**src/rtl/timer_pkg.sv**
```systemverilog
// Shared types for the countdown timer and its prescale divider.
package timer_pkg;

    typedef enum logic [1:0] {
        IDLE = 2'd0,
        RUN  = 2'd1,
        DONE = 2'd2
    } timer_state_t;

endpackage

```
**src/rtl/tick_divider.sv**
```systemverilog
// Prescale divider: emits one tick every (prescale+1) enabled cycles.
// The compare uses >= so that lowering prescale below the current
// prescaler value mid-run ticks at the next compare instead of wrapping
// through the full register range.
module tick_divider #(
    parameter int PRESCALE_WIDTH = 4
) (
    input  logic                      clk,
    input  logic                      reset,
    input  logic                      clear,
    input  logic                      enable,
    input  logic [PRESCALE_WIDTH-1:0] prescale,
    output logic                      tick
);

    logic [PRESCALE_WIDTH-1:0] presc;

    assign tick = enable && (presc >= prescale);

    // Prescaler advances only while enabled and wraps to 0 on each tick.
    always_ff @(posedge clk) begin
        if (reset || clear) begin
            presc <= '0;
        end else if (enable) begin
            if (tick) begin
                presc <= '0;
            end else begin
                presc <= presc + 1'b1;
            end
        end
    end

endmodule

```
**src/rtl/countdown_timer.sv**
```systemverilog
// Loadable down-counter / interval timer with prescaler, sticky expiry
// flag and optional auto-reload.
//
//   state | meaning
//   ------+------------------------------------------
//   IDLE  | value loaded, waiting for start
//   RUN   | counting down on prescaled ticks
//   DONE  | expired, holding count until start/load
module countdown_timer
    import timer_pkg::*;
#(
    parameter int WIDTH          = 8,
    parameter int PRESCALE_WIDTH = 4
) (
    input  logic                      clk,
    input  logic                      reset,
    input  logic                      load,
    input  logic [WIDTH-1:0]          load_value,
    input  logic                      start,
    input  logic                      enable,
    input  logic                      auto_reload,
    input  logic [PRESCALE_WIDTH-1:0] prescale,
    output logic [WIDTH-1:0]          count,
    output logic                      busy,
    output logic                      done,
    output logic                      expired
);

    timer_state_t     state;
    logic [WIDTH-1:0] reload;
    logic             presc_clear;
    logic             presc_en;
    logic             tick;

    // A load or an accepted start restarts the prescale phase.
    assign presc_clear = load || (start && (state != RUN));
    assign presc_en    = (state == RUN) && enable;

    tick_divider #(
        .PRESCALE_WIDTH(PRESCALE_WIDTH)
    ) u_tick_divider (
        .clk      (clk),
        .reset    (reset),
        .clear    (presc_clear),
        .enable   (presc_en),
        .prescale (prescale),
        .tick     (tick)
    );

    // Control FSM with the count and reload registers; all outputs registered.
    always_ff @(posedge clk) begin
        if (reset) begin
            state   <= IDLE;
            count   <= '0;
            reload  <= '0;
            busy    <= 1'b0;
            done    <= 1'b0;
            expired <= 1'b0;
        end else begin
            done <= 1'b0;
            if (load) begin
                reload  <= load_value;
                count   <= load_value;
                expired <= 1'b0;
                busy    <= 1'b0;
                state   <= IDLE;
            end else begin
                case (state)
                    IDLE: begin
                        if (start) begin
                            if (count != '0) begin
                                state   <= RUN;
                                busy    <= 1'b1;
                                expired <= 1'b0;
                            end else begin
                                state   <= DONE;
                                done    <= 1'b1;
                                expired <= 1'b1;
                            end
                        end
                    end
                    DONE: begin
                        // Re-arm from the reload value; an empty reload
                        // expires again immediately.
                        if (start) begin
                            count <= reload;
                            if (reload != '0) begin
                                state   <= RUN;
                                busy    <= 1'b1;
                                expired <= 1'b0;
                            end else begin
                                done    <= 1'b1;
                                expired <= 1'b1;
                            end
                        end
                    end
                    RUN: begin
                        if (tick) begin
                            if (count > WIDTH'(1)) begin
                                count <= count - WIDTH'(1);
                            end else begin
                                done    <= 1'b1;
                                expired <= 1'b1;
                                if (auto_reload && (reload != '0)) begin
                                    count <= reload;
                                end else begin
                                    count <= '0;
                                    busy  <= 1'b0;
                                    state <= DONE;
                                end
                            end
                        end
                    end
                    default: begin
                        state <= IDLE;
                        busy  <= 1'b0;
                    end
                endcase
            end
        end
    end

endmodule

```
**config.mk**
```make
export PLATFORM = sky130hd
export DESIGN_NAME = countdown_timer
export DESIGN_NICKNAME = d
export VERILOG_FILES = /design/src/rtl/timer_pkg.sv /design/src/rtl/tick_divider.sv /design/src/rtl/countdown_timer.sv
export SDC_FILE = /design/constraint.sdc
export NUM_CORES = 1
export LEC_CHECK = 0
export CAP_MARGIN = 0
export CORE_UTILIZATION = 35
export CTS_CLUSTER_DIAMETER = 200
export CTS_CLUSTER_SIZE = 10
export DETAILED_ROUTE_END_ITERATION = 10
export PLACE_DENSITY = 0.64
export REMOVE_ABC_BUFFERS = 1
export SLEW_MARGIN = 20
export SYNTH_ARGS = -nofsm -noshare
export SYNTH_HDL_FRONTEND = slang
export SYNTH_SLANG_ARGS = --single-unit
```
**constraint.sdc**
```tcl
create_clock -name clk -period 2.4 [get_ports clk]
set_clock_uncertainty 0.05 [all_clocks]
set_input_delay 0.48 -clock clk [delete_from_list [all_inputs] [get_ports clk]]
set_output_delay 0.48 -clock clk [all_outputs]
set_load 0.01 [all_outputs]
```
==> flow_results.org <==
** Status
- The run finished with clean final reports.

** Die
- In this run the horizontal extent of the chip is 68.5 µm.
- Die area :: 4690 µm²
- In this run the core area contains 23 standard-cell rows.
- The region available for standard cell placement spans 4120 µm².
- Total I/O pin count :: 29
- Effective utilization at floorplan :: between 30% and 40%
- The die is 68.5 µm tall.

** CTS
- Clock-pin slew reported for the worst setup and hold paths after clock tree synthesis :: around 0.09 ns
- Number of clock buffers inserted by TritonCTS :: 3
- Post-CTS setup buffers :: 0
- CTS root buf :: sky130_fd_sc_hd__clkbuf_8
- TritonCTS built the clock tree.
- CTS built an H-tree with a depth of 1.
- For the worst-skew pair, the clock arrives at the later sink with an insertion delay of 0.27 ns.
- Counting along the longest clock path gives a buffer depth of 2.
- The clock net in this run drives a total of 25 sinks.

** Global routing
- The first global-routing pass estimated 6070 µm of wire.
- Global routing used 17.4% of the available tracks across all layers.
- Entering global routing, the biggest net connects 18 pins.
- After global routing the overflow that remains totals 0.
- Number of global-route vias before repair :: 1,370
- Number of antenna violations at the first check in global routing :: 0

** Worst hold path
- Worst hold path type :: reg -> reg

** Critical path
- Traced cell by cell, the critical path runs through or4_1, or3_4, a31o_1, or4_1, a21oi_1.
- STA classifies the critical path endpoint as a flop.
- In this run the critical register-to-register path is launched from reload[0].
- On the critical path, the stage with the largest delay is an instance of sky130_fd_sc_hd__or4_1.
- Maximum fanout count along the critical path :: 3
- The critical path in this run is classified as reg -> reg.
- In this run the worst setup path terminates at expired.
- Sort of element at the start of the critical path :: flop
- The setup check on the worst reg-to-reg path leaves a slack of 0.24 ns.
- Cells on worst reg2reg path :: 5
- Critical Path Source :: reload[0]
- Dominant cell type by count on the critical path :: sky130_fd_sc_hd__or4_1
- For this run, the slowest stage of the critical path takes around 0.6 ns.
- Capture point of the worst reg-to-reg path :: expired
- At the worst endpoint, the required time is between 2 and 3 ns.
- CP arrival :: 2.32 ns

** STA
- Count of final max-slew check failures :: 0
- Subtracting the final worst setup slack from the clock period gives 2.16 ns.
- RSZ-0062 raised after global routing :: false
- Setup violations remaining at the end of the flow were counted as 0.
- Final WS setup :: 0.245 ns
- Period utilization :: 89.8%
- Least-Margin Pin Slew :: 0.528 ns
- Hold violation total from the final report :: 0
- Measured against its own limit, the worst slew margin works out to 64.4%.
- Based on the critical path, the design can be clocked at up to 464 MHz.

** Route
- Post-detailed-routing wire length :: 3620 µm
- The final route contains 1,500 vias.
- In the routed layout, each cell is associated on average with a via count of 5.38.
- The count of nets left with antenna violations once routing finished came out at 0.
- Residual DRC count :: 0
- After the first detailed-routing iteration, the DRC count stood at just under 100.
- After detailed routing, the average wire length per cell comes to 13.0 µm.
- Detailed-routing iteration count for the pre-antenna-repair pass :: 4

** Cells and area
- After filler insertion, the fill cell instance count of the layout stands at roughly 420.
- After the flow finishes, the layout carries non-filler instances totaling 279.
- Net count of the finished layout :: between 200 and 300
- The post-route netlist has 10.0% of its cells at a drive strength greater than 1.
- Post-route cell area :: 1990 µm²
- The repair_antennas step left the layout with diodes totalling 0.
- Summing all flip-flop and latch instances after layout gives 500 µm².
- Multi-input gate area :: around 980 µm²
- Most frequent cells in the layout :: sky130_fd_sc_hd__clkdlybuf4s50_1, sky130_fd_sc_hd__dfxtp_1, sky130_fd_sc_hd__nand2_1
- Layout overhead on the synthesized area :: 28.3%
- Leading cell type in the layout, fill and taps excluded :: sky130_fd_sc_hd__clkdlybuf4s50_1

** Power
- Power density relative to cell area :: 589 nW/µm²
- The analysis attributes to cell leakage a power of between 0.7 and 0.8 nW.
- IR analysis of the VDD net gives a maximum drop of 322 µV.
- Total power for the finished layout comes to 0.00117 W.

** Synth
- Synthesized area per cell :: 7.98 µm²
- Counting every instance in the synthesized netlist gives 194.
- Sorting the synthesized cells by area gives the leading types as sky130_fd_sc_hd__dfxtp_1, sky130_fd_sc_hd__ha_1, sky130_fd_sc_hd__a21oi_1, sky130_fd_sc_hd__nand2_1, sky130_fd_sc_hd__nor2_1.
- Area of the mapped netlist :: 1550 µm²
- Yosys synthesis warning count :: 0
- Counting flops with an async set or reset pin after synthesis yields a share of 0%.
- In this run, synthesis produced a sequential element count of 25.
- Yosys mapped a number of flops with a built-in enable equal to 0.
- In this run, distinct cell masters in the synthesized netlist total 38.
- For this run, the register share of the synthesized area comes to 32.3%.
- Among all flip-flop cells after synthesis, the most frequent one is sky130_fd_sc_hd__dfxtp_1.
- Post-synth top area share :: 32.3%
- Largest area contributor in the synthesized netlist :: sky130_fd_sc_hd__dfxtp_1

** Run
- # Max-Cap Violations :: 0

** Placed design
- Setup Slack @ Placement :: -0.219 ns
- Post-DP Area :: 1940 µm²
- Dpl hpwl :: 2770 µm
- Final GP Congestion :: 0.820
- Port Buffer Count :: 28
- Once placement completed, the tool counted placed cells totaling 275.
==> kinds of logic (layout without fill, tap and decap cells) <==
group                    Yosys count  in the layout  share of synthesized area, %
multiplexers                       1              1                         0.647
flip-flops                        25             25                          32.3
XOR/XNOR                           7              7                          3.96
adder cells (fa/ha/maj)           11             11                          8.89
AO/OA/AOI/OAI                     59             59                          25.7
buffers and inverters             17             52                          4.12
AND/OR/NAND/NOR                   74             74                          24.3
==> state kept, by name (all words and copies together) (netlist names) <==
| signal | flops |
|---|---|
| count | 8 |
| done | 1 |
| u_tick_divider.presc | 4 |
| busy | 1 |
| expired | 1 |
| reload | 8 |
| state | 2 |
==> worst min path at each step <==
stage / from / endpoint / slack, ns / cells after the start
global route: reload[0] / reload[0] / 0.46 / 2
finish: busy / busy / 0.43 / 2
CTS: expired / expired / 0.44 / 2
global placement: expired / expired / 0.42 / 2
floorplan: reload[3] / reload[3] / 0.40 / 2
detailed placement: expired / expired / 0.42 / 2
==> report_power, final <==
part / internal (W) / switching, W
sequential: 0.000447 / 0.0000406
combinational: 0.000210 / 0.000210
clock: 0.000119 / 0.000142
==> timing repair <==
action | 4_1_cts | 5_1_grt
resized for setup | 0 | 2
hold buffers | 0 | 0
setup endpoints to repair | 0 | 9
==> critical path: cells and delay by family, from the launching register on <==
family | cells | cell delay (ns)
and+or+nand+nor | 3 | 1.35
DFF | 1 | 0.33
AOI/OAI and AO/OA | 2 | 0.37
==> Yosys cell counts (4+ instances only) <==
cell	count
sky130_fd_sc_hd__nor2_1	19
sky130_fd_sc_hd__or2_2	5
sky130_fd_sc_hd__o211ai_1	9
sky130_fd_sc_hd__nand2b_1	7
sky130_fd_sc_hd__dfxtp_1	25
sky130_fd_sc_hd__xnor2_1	5
sky130_fd_sc_hd__a21oi_1	19
sky130_fd_sc_hd__inv_1	10
sky130_fd_sc_hd__nand3_1	6
sky130_fd_sc_hd__clkbuf_1	7
sky130_fd_sc_hd__o31ai_1	4
sky130_fd_sc_hd__nand2_1	22
sky130_fd_sc_hd__o21ai_0	6
sky130_fd_sc_hd__a311oi_1	8
sky130_fd_sc_hd__ha_1	11
==> layout make-up <==
cell class                 instances  area share (%)
clock buffer                       4            2.27
inverter                          10            1.89
multi-input combinational        152            49.6
sequential                        25            25.2
tap                               50            3.15
timing repair buffer              38            17.9
==> through the flow <==
| stage | hold WS [ns] | TNS [ns] | utilization, % |
|---|---|---|---|
| CTS | 0.440 | 0 | 48.2 |
| global placement | 0.421 | -2.12 | 47.1 |
| finish | 0.434 | 0 | 48.3 |
| global route | 0.456 | 0 | 48.3 |
| detailed placement | 0.423 | -2.39 | 47.1 |
| floorplan | 0.401 | 0 | - |
==> routing by layer <==
metal | global-route usage, % | share of wire (%)
met1 | 21.9 | 49
met2 | 29.5 | 46
met3 | 4.11 | 5.1
met4 | 4.43 | 0.55
met5 | 0 | 0
No activity file was read; power rests on OpenSTA's default activity.
